--- src/rtl/pipe_ctrl_pkg.sv ---
`default_nettype none
// ============================================================================
//  Module      : pipe_ctrl_pkg
//  Description : Shared types and constants for the pipeline hazard and
//                forwarding controller: operand-select encodings, the shadow
//                scoreboard entry and the producer-match helper.
//  Revision    : 1.0  initial release
// ============================================================================
package pipe_ctrl_pkg;

    // Operand mux select encodings
    localparam logic [1:0] FWD_REG   = 2'b00;
    localparam logic [1:0] FWD_EXMEM = 2'b10;
    localparam logic [1:0] FWD_MEMWB = 2'b01;

    // Register index width held in a scoreboard entry; register indices of
    // up to this width are zero-extended into it by the controller.
    localparam int SB_RD_W = 8;

    // One in-flight instruction as seen by the controller
    typedef struct packed {
        logic               v;   // real instruction, not a bubble
        logic [SB_RD_W-1:0] rd;  // destination register
        logic               rw;  // writes the register file
        logic               mr;  // is a load
    } sb_entry_t;

    // A producer matches a source register when it will really write a
    // non-zero register with that index. Writes to r0 are discarded.
    function automatic logic sb_match(input sb_entry_t p, input logic [SB_RD_W-1:0] r);
        return p.v & p.rw & (p.rd != '0) & (p.rd == r);
    endfunction

endpackage
`default_nettype wire

--- src/rtl/hazard_forward_ctrl_fwd_select.sv ---
`default_nettype none
// ============================================================================
//  Module      : fwd_select
//  Description : Compares one ID-stage source register against the EX and MEM
//                scoreboard entries; yields the forwarding select (newest
//                producer wins) and the hit flags used for hazard detection.
//  Revision    : 1.0  initial release
// ============================================================================
module fwd_select
    import pipe_ctrl_pkg::*;
(
    input  logic               need,        // instruction really reads src
    input  logic [SB_RD_W-1:0] src,
    input  sb_entry_t          ex_ent,
    input  sb_entry_t          mem_ent,
    output logic [1:0]         sel,
    output logic               ex_hit,      // EX producer feeds src
    output logic               ex_ld_hit,   // ... and it is a load
    output logic               mem_ld_hit   // MEM load producer feeds src
);

    logic mem_hit;

    // Match evaluation and EX-over-MEM priority select
    always_comb begin
        ex_hit     = need & sb_match(ex_ent, src);
        mem_hit    = need & sb_match(mem_ent, src);
        ex_ld_hit  = ex_hit & ex_ent.mr;
        mem_ld_hit = mem_hit & mem_ent.mr;
        sel        = FWD_REG;
        if (ex_hit) begin
            sel = FWD_EXMEM;
        end else if (mem_hit) begin
            sel = FWD_MEMWB;
        end
    end

endmodule
`default_nettype wire

--- src/rtl/hazard_forward_ctrl.sv ---
`default_nettype none
// ============================================================================
//  Module      : hazard_forward_ctrl
//  Description : Five-stage pipeline sequencing controller. Tracks in-flight
//                destinations, registers EX operand forwarding selects and
//                generates PC / IF-ID hold and ID/EX bubble insertion for
//                load-use and ID-branch operand hazards.
//  Revision    : 1.0  initial release
// ============================================================================
module hazard_forward_ctrl
    import pipe_ctrl_pkg::*;
#(
    parameter int REG_ADDR_W   = 5,   // must not exceed SB_RD_W
    parameter int CNT_W        = 16,
    parameter int BRANCH_IN_ID = 1
) (
    input  logic                  Clk,
    input  logic                  Rst,          // asynchronous, active low
    input  logic                  id_valid,
    input  logic [REG_ADDR_W-1:0] id_rs,
    input  logic [REG_ADDR_W-1:0] id_rt,
    input  logic                  id_uses_rs,
    input  logic                  id_uses_rt,
    input  logic [REG_ADDR_W-1:0] id_rd,
    input  logic                  id_regwrite,
    input  logic                  id_memread,
    input  logic                  id_branch,
    input  logic                  stall_ext,
    output logic [1:0]            fwd_a_sel,
    output logic [1:0]            fwd_b_sel,
    output logic                  pc_write,
    output logic                  ifid_write,
    output logic                  idex_flush,
    output logic [CNT_W-1:0]      stall_cnt
);

    // The register file is write-first, so an instruction in WB never needs
    // forwarding or a stall; only EX and MEM are tracked.
    sb_entry_t        ex_q,  ex_d;
    sb_entry_t        mem_q, mem_d;
    logic [1:0]       fwd_a_q, fwd_a_d;
    logic [1:0]       fwd_b_q, fwd_b_d;
    logic [CNT_W-1:0] stall_cnt_q, stall_cnt_d;

    logic             need_a, need_b;
    logic [1:0]       sel_a, sel_b;
    logic             ex_hit_a, ex_hit_b;
    logic             ex_ld_a, ex_ld_b;
    logic             mem_ld_a, mem_ld_b;
    logic             br_en;
    logic             hz_load_use, hz_branch, hz;

    assign need_a = id_valid & id_uses_rs;
    assign need_b = id_valid & id_uses_rt;

    fwd_select u_fwd_a (
        .need       (need_a),
        .src        (SB_RD_W'(id_rs)),
        .ex_ent     (ex_q),
        .mem_ent    (mem_q),
        .sel        (sel_a),
        .ex_hit     (ex_hit_a),
        .ex_ld_hit  (ex_ld_a),
        .mem_ld_hit (mem_ld_a)
    );

    fwd_select u_fwd_b (
        .need       (need_b),
        .src        (SB_RD_W'(id_rt)),
        .ex_ent     (ex_q),
        .mem_ent    (mem_q),
        .sel        (sel_b),
        .ex_hit     (ex_hit_b),
        .ex_ld_hit  (ex_ld_b),
        .mem_ld_hit (mem_ld_b)
    );

    // Hazard detection: loads in EX block any consumer; a branch resolving in
    // ID additionally waits for any EX producer and for a load still in MEM.
    always_comb begin
        br_en       = (BRANCH_IN_ID != 0) & id_valid & id_branch;
        hz_load_use = ex_ld_a | ex_ld_b;
        hz_branch   = br_en & (ex_hit_a | ex_hit_b | mem_ld_a | mem_ld_b);
        hz          = hz_load_use | hz_branch;
    end

    // Next-state and stage-enable generation with freeze > stall > advance
    always_comb begin
        pc_write    = 1'b1;
        ifid_write  = 1'b1;
        idex_flush  = 1'b0;
        ex_d        = ex_q;
        mem_d       = mem_q;
        fwd_a_d     = fwd_a_q;
        fwd_b_d     = fwd_b_q;
        stall_cnt_d = stall_cnt_q;
        if (stall_ext) begin
            pc_write   = 1'b0;
            ifid_write = 1'b0;
        end else if (hz) begin
            pc_write   = 1'b0;
            ifid_write = 1'b0;
            idex_flush = 1'b1;
            ex_d       = '0;
            mem_d      = ex_q;
            fwd_a_d    = FWD_REG;
            fwd_b_d    = FWD_REG;
            if (stall_cnt_q != '1) begin
                stall_cnt_d = stall_cnt_q + CNT_W'(1);
            end
        end else begin
            ex_d    = '{v: id_valid, rd: SB_RD_W'(id_rd), rw: id_regwrite, mr: id_memread};
            mem_d   = ex_q;
            fwd_a_d = sel_a;
            fwd_b_d = sel_b;
        end
    end

    // State registers, cleared asynchronously
    always_ff @(posedge Clk or negedge Rst) begin
        if (!Rst) begin
            ex_q        <= '0;
            mem_q       <= '0;
            fwd_a_q     <= FWD_REG;
            fwd_b_q     <= FWD_REG;
            stall_cnt_q <= '0;
        end else begin
            ex_q        <= ex_d;
            mem_q       <= mem_d;
            fwd_a_q     <= fwd_a_d;
            fwd_b_q     <= fwd_b_d;
            stall_cnt_q <= stall_cnt_d;
        end
    end

    assign fwd_a_sel = fwd_a_q;
    assign fwd_b_sel = fwd_b_q;
    assign stall_cnt = stall_cnt_q;

endmodule
`default_nettype wire

--- config.mk ---
export PLATFORM = sky130hd
export DESIGN_NAME = hazard_forward_ctrl
export DESIGN_NICKNAME = d
export VERILOG_FILES = /design/src/rtl/pipe_ctrl_pkg.sv /design/src/rtl/hazard_forward_ctrl_fwd_select.sv /design/src/rtl/hazard_forward_ctrl.sv
export SDC_FILE = /design/constraint.sdc
export NUM_CORES = 1
export LEC_CHECK = 0
export CORE_ASPECT_RATIO = 0.8
export CORE_MARGIN = 5
export CORE_UTILIZATION = 30
export DETAILED_ROUTE_END_ITERATION = 8
export PLACE_DENSITY = 0.57
export REMOVE_ABC_BUFFERS = 1
export SYNTH_ARGS = -nofsm -noshare
export SYNTH_HDL_FRONTEND = slang
export SYNTH_HIERARCHICAL = 1
export SYNTH_SLANG_ARGS = --single-unit
--- constraint.sdc ---
create_clock -name Clk -period 3.8 [get_ports Clk]
set_clock_uncertainty 0.05 [all_clocks]
set_input_delay 0.76 -clock Clk [delete_from_list [all_inputs] [get_ports Clk]]
set_output_delay 0.76 -clock Clk [all_outputs]
set_load 0.02 [all_outputs]
Yosys cells after proc, flatten, opt, wreduce, memory -nomap -nowiden
Index checks and enable logic that the tools add are counted.
{ "totals": {"regBits": 42, "word_cells": 57, "out_inout_bits": 23, "input_bits": 24} }
{ "op_classes": {"n_eq_ne": 5, "n_bitwise": 26, "reduce_logical": 3, "muxes": 11, "addsub": 1} }
{ "ops": {"columns": ["op", "n"], "rows": [
  ["$eq 8x5->1", 4],
  ["$and 1x1->1", 20],
  ["$add 16x1->16 const B", 1],
  ["$ne 16x16->1 const B", 1],
  ["$reduce_bool 8->1", 2],
  ["$mux 11", 1],
  ["$mux 2", 4],
  ["$mux 1", 6],
  ["$or 1x1->1", 5],
  ["$reduce_and 3->1", 1],
  ["$not 1->1", 1]
]} }

Longest topological paths before layout
Gate-level depths: netlist of run 1.
{ "logic_depth": {"depth_word": 11, "depth_mapped": 10, "ltp_nobuf": 10} }

Modules after synthesis
Netlist of run 1, hierarchy kept.
{ "by_module_without_submodules": {"columns": ["mod", "seq_area_each_um2", "n_inst", "cells_each", "area_each_um2"], "rows": [
  ["hazard_forward_ctrl", 900.9, 1, 123, 1547.7],
  ["fwd_select", 0.0, 2, 34, 259.0]
]} }

Worst setup path after synthesis of run 1
No wires, ideal clock.
{ "synth_path": {"path_kind": "input port to output port", "startpoint": "input port id_rs[3]", "endpoint": "output port pc_write", "setup_slack_ps": 474, "arrival_ps": 2516, "path_buffers": 2, "stages": 9, "required_ps": 2990, "path_cell_list": "nor4_1 > a211oi_1 > nand3_1 > nor2_1 > or4_4 > a311oi_2 > and2b_1 > buf_6 > buf_4"} }
{ "synth_via": {"elab_chain_cells": 10, "elab_cells_between_ends": 16, "cone_classes": "eq/ne (2); mux (2); bitwise (12)"} }
{ "synth_lines": {"columns": ["item", "line", "source"], "rows": [
  ["from (decl)", "hazard_forward_ctrl.sv:20", "input logic [REG_ADDR_W-1:0] id_rs,"],
  ["$eq 8x5->1", "pipe_ctrl_pkg.sv:31", "return p.v & p.rw & (p.rd != '0) & (p.rd == r);"],
  ["$and 1x1->1", "pipe_ctrl_pkg.sv:31", null],
  ["$and 1x1->1", "hazard_forward_ctrl_fwd_select.sv:27", "mem_hit = need & sb_match(mem_ent, src);"],
  ["$and 1x1->1", "hazard_forward_ctrl_fwd_select.sv:29", "mem_ld_hit = mem_hit & mem_ent.mr;"],
  ["via mem_ld_a", "hazard_forward_ctrl.sv:49", "logic mem_ld_a, mem_ld_b;"],
  ["$or 1x1->1 (2 in a row)", "hazard_forward_ctrl.sv:83", "hz_branch = br_en & (ex_hit_a | ex_hit_b | mem_ld_a | mem_ld_b);"],
  ["$and 1x1->1", "hazard_forward_ctrl.sv:83", null],
  ["$or 1x1->1", "hazard_forward_ctrl.sv:84", "hz = hz_load_use | hz_branch;"],
  ["$mux 1 (2 in a row)", null, null],
  ["to (decl)", "hazard_forward_ctrl.sv:31", "output logic pc_write,"]
]} }
The timed path passes the listed nets, and every way through them passes these cells.

Final worst setup path of run 1
{ "layout_path": {"startpoint": "input port id_rt[3]", "endpoint": "output port pc_write"} }
{ "layout_via": {"elab_cells_between_ends": 16, "cone_classes": "eq/ne (2); mux (2); bitwise (12)"} }
{ "layout_rtl": {"columns": ["item", "line", "source"], "rows": [
  ["from (decl)", "hazard_forward_ctrl.sv:21", "input logic [REG_ADDR_W-1:0] id_rt,"],
  ["$eq 8x5->1", "pipe_ctrl_pkg.sv:31", null],
  ["$and 1x1->1", "pipe_ctrl_pkg.sv:31", null],
  ["$and 1x1->1", "hazard_forward_ctrl_fwd_select.sv:27", null],
  ["$and 1x1->1", "hazard_forward_ctrl_fwd_select.sv:29", null],
  ["via mem_ld_b", "hazard_forward_ctrl.sv:49", null],
  ["$or 1x1->1", "hazard_forward_ctrl.sv:83", null],
  ["$and 1x1->1", "hazard_forward_ctrl.sv:83", null],
  ["$or 1x1->1", "hazard_forward_ctrl.sv:84", null],
  ["$mux 1", "hazard_forward_ctrl.sv:100", "end else if (hz) begin"],
  ["$mux 1", "hazard_forward_ctrl.sv:97", "if (stall_ext) begin"]
]} }
The timed path passes the listed nets, and every way through them passes these cells.

==> metrics.txt, run 1 <==
total of flip-flops plus latches after synthesis=36; Die Ht=84.2 um; Synth Area per Inst=10.8 um2; Seq. cell area=901 um2; Clock Pin Slew Worst Setup and Hold Paths=0.06 ns; Worst Path Arrival=2.86 ns; Final setup viols=0; share of layout cells above drive strength 1=15.9%; antenna violations before repair=0; Setup crit start kind=input port; most frequent cells after synthesis=dfrtp_1, xor2_1, xnor2_1; num ports=47; critical path launch point=id_rt[3]; Die Area=8660 um2; Multi-input gate area=1270 um2; RD Place Congestion=0.815; clk sinks=36; drt drc=0; post-synthesis cell count=191; Worst setup EP type=output port; post-layout net count=313; kind of critical path=input port to output port; CTS Buf Count=5; Post-synth EDFFs=0; achievable frequency=272 MHz; antenna cells=0; Pre-antenna DRT Iters=4; CTS hold repair buffers=0; Synthesis Warnings=6; top-count cell post-synth=dfrtp_1; slew margin rel.=64.9%; clk_lat worst skew=0.28 ns; Worst IR Drop VDD=163 uV; RR Startpoint=ex_q[5]; CTS Buffer Depth=2; FFs w/ async S/R, synth=100%; H-tree levels=2; Mapped Area=2070 um2; first-pass GRT wire length=8.07 mm; CTS tree=done; Synth-to-Final Area Change=43.2%; final period utilization=96.6%; PortBufs=46; min Tclk post-route=3.67 ns; HP Start=fwd_a_sel[0]; starting density of the core=30.4%; Area after DPL=2820 um2; Worst Tran Pin Value=0.521 ns; Slew Limit Fails=0; vias in the first global route=1555; root buffer cell=clkbuf_8; Yosys top cell area share=43.6%; Final Hold Viols=0; GR Overflow Total=0; die width=103 um; WHS=0.457 ns; Routed wire per std cell=12.9 um; core outline area=6790 um2; static leakage=1.35 nW; Power Dens Cells=285 nW/um2; worst-path fanout max=3; # Max-Cap Violations=0; Fillers=663; hold crit path type=register to register; setup_tns=0 ns; dpl hpwl=3.73 mm; largest net degree at the start of global routing=37; main flop type after synthesis=dfrtp_1; RSZ-0062 raised after global routing=false; main area contributors after synthesis=dfrtp_1, xor2_1, xnor2_1; CP required=2.99 ns; drt via density=4.32; status=complete, no violations; cell taking the most area after synthesis=dfrtp_1; via count=1624; final core utilization=43.6%; Synth cell types=34; GRT Total Usage=12.0%; remaining antenna violation count=0; cell row count=27; fin area=2960 um2; drt total wl=4.84 mm; DRT iter0 DRCs=61; Seq/Total Area, Yosys=43.6%
==> worst paths after layout <==
kind | endpoint | slack (ns) | depth (start not counted)
min in group asynchronous | stall_cnt[11] | 0.85 | 2
worst min-delay path | fwd_a_sel[0] | 0.46 | 1
worst max register to register | stall_cnt[12] | 0.82 | 10
max in group asynchronous | mem_q[6] | 2.52 | 2
worst max-delay path | pc_write | 0.13 | 9
worst min register to register | fwd_a_sel[0] | 0.46 | 1
==> layout by cell type (no fill, tap or decap), types with 3 or more instances in the layout <==
cell type and instances:
conb_1 36, and2_1 4, nor3_1 6, nor2_1 12
inv_1 3, mux2_2 10, xnor2_1 17, a22o_1 12
nor4_1 9, clkbuf_8 6, dfrtp_1 36, buf_4 15
xor2_1 26, nand4_1 7, clkdlybuf4s50_1 40, dlymetal6s2s_1 3
nand2_1 8, nand3_1 12
==> worst max-delay path, stage by stage <==
cell and delay, ns:
clkdlybuf4s50_1 0.47, nor4_2 0.26, a211oi_1 0.11, nand3_1 0.12, nor2_1 0.05, or4_4 0.42, a311oi_2 0.30, and2b_2 0.24
buf_6 0.13
==> kinds of logic (layout without fill, tap and decap cells) <==
family / Yosys count / after routing / share of synthesized area [%]
xor+xnor: 45 / 45 / 19.8
simple gates: 68 / 68 / 18.2
flops: 36 / 36 / 43.6
other cells: 1 / 36 / 0.182
buf+inv: 9 / 72 / 2.54
mux: 10 / 10 / 5.45
compound gates: 21 / 21 / 9.63
fa+ha+maj: 1 / 1 / 0.606
==> where the power goes <==
part           switching [W]  internal [W]
clock               0.000128      0.000148
sequential         0.0000293      0.000402
combinational      0.0000591     0.0000754
total               0.000217      0.000626
==> sequential cells by signal, indices dropped and copies added (netlist names) <==
name and cells:
ex_q 8, stall_cnt 16, fwd_b_sel 2, mem_q 8
fwd_a_sel 2
==> layer usage <==
layer / track usage [%] / routed length [um]
met2: 15.7 / 2020
met5: 0 / 0
met1: 18.9 / 2510
met4: 1.76 / 0
met3: 4.24 / 306
==> what timing repair did <==
item,in CTS,in global routing
pin swaps,1,3
setup endpoints to repair,3,3
cloned,0,0
setup buffers,1,1
gates resized for setup,13,9
==> final cells by class <==
class | instances | share of cell area, %
Inverter | 3 | 0.381
Sequential cell | 36 | 30.4
Tap cell | 87 | 3.68
Timing Repair Buffer | 61 | 19.5
Clock buffer | 8 | 3.04
Multi-Input combinational cell | 181 | 42.9
==> metrics by stage <==
step | power [W] | setup WS, ns | cells
after floorplan | 0.000504 | 0.436 | 220
after global placement | 0.000570 | -0.424 | 366
after detailed placement | 0.000571 | -0.455 | 366
after CTS | 0.000854 | 0.000665 | 375
after global routing | 0.000891 | 0.00852 | 376
final | 0.000842 | 0.130 | 376
No activity file was read; power rests on OpenSTA's default activity.
==> run 2: changes to the inputs <==
--- a/config.mk
+++ b/config.mk
@@ -10,6 +10,7 @@
 export CORE_UTILIZATION = 30
 export DETAILED_ROUTE_END_ITERATION = 8
 export PLACE_DENSITY = 0.57
+export RECOVER_POWER = 100
 export REMOVE_ABC_BUFFERS = 1
 export SYNTH_ARGS = -nofsm -noshare
 export SYNTH_HDL_FRONTEND = slang
==> run 2 against run 1 <==
Cell area down 0.76%. Register-to-register slack worse by 0.07 ns. Clock-buffer cell count unchanged. Routed wire length up 0.25%. First-iteration DRC count down 8.2%. The flow now finishes with violations (capacitance limit, slew limit). Largest power group unchanged. Sequential cell count unchanged.
==> metrics.txt, run 2 (synthesized netlist as in run 1, its figures left out) <==
status=complete, but fails checks; Crit. path cell count=9 (unchanged); Worst setup EP type=output port; drt drc=0 (unchanged); PortBufs=46 (unchanged); H-tree levels=2 (unchanged); RD Place Congestion=0.815 (unchanged); hold path cells=1 (unchanged); min Tclk post-route=3.66 ns (-0.00781 ns); Worst Path Arrival=2.85 ns (about the same); drt via density=4.37 (+1.2%); first-pass GRT wire length=8.07 mm (unchanged); Net Sw Frac=25.8% (+0.082 points); GRT Total Usage=12.0% (unchanged); RR Startpoint=ex_q[5]; hold crit path type=register to register; crit path capture=pc_write; num ports=47 (unchanged); Worst Tran Pin Value=1.95 ns (+1.43 ns); Slew Limit Fails=37 (+37); Worst IR Drop VDD=161 uV (-1.2%); logic gate share of total power=15.8% (-0.2 points); antenna cells=0 (unchanged); root buffer cell=clkbuf_8; Die Area=8660 um2 (unchanged); clk sinks=36 (unchanged); share of layout cells above drive strength 1=13.8% (-2.1 points); met2 wire length=2.03 mm (+0.74%); drt total wl=4.85 mm (+0.25%); Final Hold Viols=0 (unchanged); CP required=2.99 ns (about the same); Worst R2R End=ex_q[3]; GR Overflow Total=0 (unchanged); Reg power frac=51.4% (about the same); flop2flop setup slack=0.75 ns (-0.07 ns); Routed wire per std cell=12.9 um (+0.25%); clk_lat worst skew=0.28 ns (about the same); pre-CTS WS=-0.455 ns (unchanged); antenna violations before repair=0 (unchanged); Cell Chain, Critical Path=clkdlybuf4s50_1 -> nor4_2 -> a211oi_1 -> nand3_1 -> nor2_1 -> or4_4 -> a311oi_2 -> and2b_2 -> buf_6; starting density of the core=30.4% (unchanged); CTS Buf Count=5 (unchanged); RSZ-0062 raised after global routing=false; CTS Buffer Depth=2 (unchanged); Largest delay share family, worst path=simple AND/OR/NAND/NOR gates; Power Dens Cells=286 nW/um2 (+0.59%); remaining antenna violation count=0 (unchanged); max reg flops=16 (unchanged); via count=1643 (+1.2%); final setup margin=0.138 ns (+0.00781 ns); worst-path fanout max=3 (unchanged); most frequent cells in the layout=dfrtp_1, conb_1, xor2_1, dlygate4sd3_1, clkdlybuf4s50_1; vias in the first global route=1555 (unchanged); wl on met1=2.54 mm (+1.2%); die width=103 um (unchanged); WL met3=274 um (-10%); CP bufs+invs=2 (unchanged); Clk network pwr share=32.8% (about the same); static leakage=1.40 nW (+3.9%); CTS tree=done; Max Used Layer=met3; Die Ht=84.2 um (unchanged); final period utilization=96.4% (-0.21 points); dpl hpwl=3.73 mm (unchanged); core outline area=6790 um2 (unchanged); cell internal pwr=0.000624 W (-0.29%); Clock Pin Slew Worst Setup and Hold Paths=0.07 ns (about the same); P_sw=0.000217 W (+0.14%); critical path launch point=id_rt[3]; slew margin rel.=-30.1% (-95 points); cell row count=27 (unchanged); Setup crit start kind=input port; Synth-to-Final Area Change=42.2%; failing checks=capacitance limit, slew limit; largest net degree at the start of global routing=37 (unchanged); # Max-Cap Violations=1 (+1); worst reg2reg path depth=7 (-3); DRT iter0 DRCs=56 (-8.2%); slowest CP cell=clkdlybuf4s50_1; achievable frequency=273 MHz (+0.21%); kind of critical path=input port to output port; post-layout net count=313 (unchanged); setup_tns=0 ns (unchanged); Crit path largest cell delay=0.47 ns (about the same); Final setup viols=0 (unchanged); Pre-antenna DRT Iters=4 (unchanged)
-- run 2: worst min path at each step --
stage,end,start,slack (ns)
finish,fwd_b_sel[1],fwd_b_sel[1],0.45
global route,fwd_a_sel[0],fwd_a_sel[0],0.47
CTS,fwd_a_sel[0],fwd_a_sel[0],0.46
detailed placement,fwd_a_sel[0],fwd_a_sel[0],0.45
global placement,stall_cnt[5],stall_cnt[5],0.44
floorplan,ex_q[0],Rst,0.41
-- run 2: metrics by stage --
stage	hold slack [ns]	utilization (%)	instance area, um2	power [W]	cells
after floorplan	0.414	-	2160	0.000504	220
after global placement	0.439	41.6	2820	0.000570	366
after detailed placement	0.448	41.6	2820	0.000571	366
after CTS	0.464	43.1	2920	0.000854	375
after global routing	0.468	43.2	2940	0.000889	376
final	0.454	43.2	2940	0.000841	376
-- run 2: power groups by stage --
| stage | combinational [W] | clock, W | sequential, W |
|---|---|---|---|
| 5_1_grt | 0.000148 | 0.000305 | 0.000436 |
| 6_report | 0.000133 | 0.000276 | 0.000432 |
| 3_3_place_gp | 0.000131 | 0 | 0.000439 |
| 4_1_cts | 0.000132 | 0.000290 | 0.000432 |
| 2_1_floorplan | 0.0000749 | 0 | 0.000429 |
| 3_5_place_dp | 0.000132 | 0 | 0.000439 |
-- run 2: layer usage --
metal	global-route usage, %	vias up
li1	-	851
met1	18.9	755
met2	15.7	37
met3	4.24	0
met4	1.76	0
met5	0	-
-- run 2: area by class of cell --
type	count	area (um2)
Inverter	3	11.3
Tap cell	87	109
Clock buffer	8	90.1
Multi-Input combinational cell	181	1270
Sequential cell	36	901
Timing Repair Buffer	61	559
Fill cell	665	3850
-- run 2: worst register-to-register path, cell delays in order (launching register included) --
cell and delay, ns:
dfrtp_1 0.47, nor4_1 0.54, a2111oi_4 0.14, or4_4 0.55, a311oi_2 0.30, and2b_2 0.24
clkbuf_1 0.48, a22o_1 0.22
-- run 2: timing repair --
action                                  in CTS  in global routing
resized for setup                           13                  9
hold buffers                                 0                  0
buffers inserted                             1                  1
endpoints found under the setup margin       3                  3
pin swaps                                    1                  3
==> run 3: changes to the inputs <==
==> constraint.sdc (replaced) <==
create_clock -name Clk -period 4.3 [get_ports Clk]
set_clock_uncertainty 0.05 [all_clocks]
set_input_delay 0.86 -clock Clk [delete_from_list [all_inputs] [get_ports Clk]]
set_output_delay 0.86 -clock Clk [all_outputs]
set_load 0.02 [all_outputs]
==> run 3 against run 2 <==
The flow still finishes with violations (capacitance limit, slew limit). Clock-buffer cell count is the same. Final cell count shrank 0.80%. Utilization fell by 0.57 points. Critical path depth stayed put. Power down 12%. Register-to-register slack improved by 0.41 ns. Via count is 3.0% lower. Combinational power shrank 13%. Worst setup slack worse by 0.017 ns. Critical path type unchanged. Critical endpoint unchanged. Largest cell class unchanged.
==> metrics.txt, run 3 (synthesized netlist as in run 1, its figures left out) <==
status=complete, but fails checks; Worst setup EP type=output port; CTS tree=done; H-tree levels=2 (unchanged); met2 global-route usage=15.4% (-0.29 points); largest net degree at the start of global routing=37 (unchanged); Clock Pin Slew Worst Setup and Hold Paths=0.07 ns (about the same); remaining antenna violation count=0 (unchanged); Worst Path Arrival=3.27 ns (+0.42 ns); final period utilization=97.2%; DRT iter0 DRCs=65 (+16%); dpl hpwl=3.75 mm (+0.51%); Net Sw Frac=26.0% (+0.19 points); achievable frequency=239 MHz; cell internal pwr=0.000550 W (-12%); die width=103 um (unchanged); P_sw=0.000193 W (-11%); CTS Buf Count=5 (unchanged); logic gate share of total power=15.6% (-0.2 points); min Tclk post-route=4.18 ns; GR Layer Usage met3=3.24% (-1.0 points); starting density of the core=30.4% (unchanged); CTS Buffer Depth=2 (unchanged); post-layout net count=310 (-0.96%); post-CTS setup buffers=0 (-1); num ports=47 (unchanged); Worst IR Drop VDD=125 uV (-23%); GRT Total Usage=11.9% (-0.076 points); drt total wl=4.81 mm (-0.85%); share of layout cells above drive strength 1=10.5% (-3.4 points); cell row count=27 (unchanged); drt via density=4.27 (-2.3%); failing checks=capacitance limit, slew limit; Die Ht=84.2 um (unchanged); Pre-antenna DRT Iters=4 (unchanged); PortBufs=46 (unchanged); kind of critical path=input port to output port; Worst Tran Pin Value=1.95 ns (+0.00264 ns); Setup crit start kind=input port; Power Dens Cells=257 nW/um2 (-10%); clk sinks=36 (unchanged); via count=1593 (-3.0%); CP required=3.39 ns (+0.40 ns); Slew Limit Fails=37 (unchanged); most frequent cells in the layout=dfrtp_1, conb_1, xor2_1, dlygate4sd3_1, clkdlybuf4s50_1; Global Route met1 Usage=19.2% (+0.32 points); vias in the first global route=1531 (-1.5%); RD Place Congestion=0.814 (-0.12%); root buffer cell=clkbuf_8; Clk network pwr share=33.0% (+0.2 points); slew margin rel.=-30.3% (-0.18 points); clk_lat worst skew=0.28 ns (about the same); Final setup viols=0 (unchanged); first-pass GRT wire length=8.07 mm (unchanged); final setup margin=0.121 ns (-0.0167 ns); Routed wire per std cell=12.9 um (about the same); pre-CTS WS=-0.165 ns (+0.290 ns); Synth-to-Final Area Change=40.3%; GR Overflow Total=0 (unchanged); core outline area=6790 um2 (unchanged); RSZ-0062 raised after global routing=false; max reg flops=16 (unchanged); antenna cells=0 (unchanged); Final Hold Viols=0 (unchanged); Die Area=8660 um2 (unchanged); worst-path fanout max=3 (unchanged); hold crit path type=register to register; GR peak layer=met1; Reg power frac=51.3% (about the same); Final Power=0.000744 W (-12%); static leakage=1.35 nW (-3.8%); # Max-Cap Violations=1 (unchanged); antenna violations before repair=0 (unchanged); drt drc=0 (unchanged)
-- run 3: changes by cell type in the layout (fill, tap and decap cells not counted), moves of 2 or more --
cell	delta
dlymetal6s2s_1	-3
nor4_2	-2
clkdlybuf4s50_1	+3
nor4_1	+2
buf_4	-3
buf_6	-2
clkdlybuf4s15_1	+2
clkbuf_1	+2
-- run 3: stage by stage --
stage               cell area (um2)  cells  hold WS (ns)  setup TNS, ns  util, %
finish                         2900    373         0.448              0     42.7
global route                   2900    373         0.471              0     42.7
CTS                            2900    373         0.463              0     42.7
detailed placement             2820    365         0.452         -0.328     41.5
global placement               2820    365         0.440         -0.249     41.5
floorplan                      2160    220         0.452              0        -
-- run 3: power groups by stage --
stage               registers [W]   logic, W  clock network (W)
floorplan                0.000380  0.0000662                  0
global placement         0.000388   0.000116                  0
detailed placement       0.000389   0.000116                  0
CTS                      0.000382   0.000116           0.000257
global route             0.000385   0.000130           0.000269
finish                   0.000382   0.000116           0.000245
-- run 3: layer usage --
| metal | wire [um] | share of wire [%] | up-vias |
|---|---|---|---|
| li1 | - | - | 848 |
| met1 | 2650 | 55 | 716 |
| met2 | 1950 | 41 | 27 |
| met3 | 187 | 3.9 | 2 |
| met4 | 18 | 0.37 | 0 |
| met5 | 0 | 0 | - |
-- run 3: repair_timing --
item | in CTS | in global routing
setup endpoints to repair | 2 | 3
hold buffers | 0 | 0
resized for setup | 2 | 5
-- run 3: layout make-up --
type | instances | area [um2]
fillers | 667 | 3890
multi-input cells | 181 | 1260
flip-flops and latches | 36 | 901
repair buffers | 58 | 522
well taps | 87 | 109
clock buffers | 8 | 90.1
inverters | 3 | 11.3
-- run 3: final timing paths --
path                         startpoint            end  slack (ns)  cells after the start
setup / recovery               id_rs[4]       pc_write        0.12                      9
hold / removal             stall_cnt[5]   stall_cnt[5]        0.45                      1
setup reg to reg                ex_q[5]        ex_q[3]        1.16                      7
hold reg to reg            stall_cnt[5]   stall_cnt[5]        0.45                      1
max in group asynchronous           Rst        ex_q[3]        1.47                      2
min in group asynchronous           Rst  stall_cnt[13]        1.62                      2
-- run 3: critical path, cell delays in order --
cell and delay, ns:
clkdlybuf4s50_1 0.45, nor4_1 0.33, a211oi_1 0.12, nand3_1 0.11, nor2_1 0.05, or4_4 0.48, a311oi_2 0.31, and2b_1 0.24
clkdlybuf4s15_1 0.33
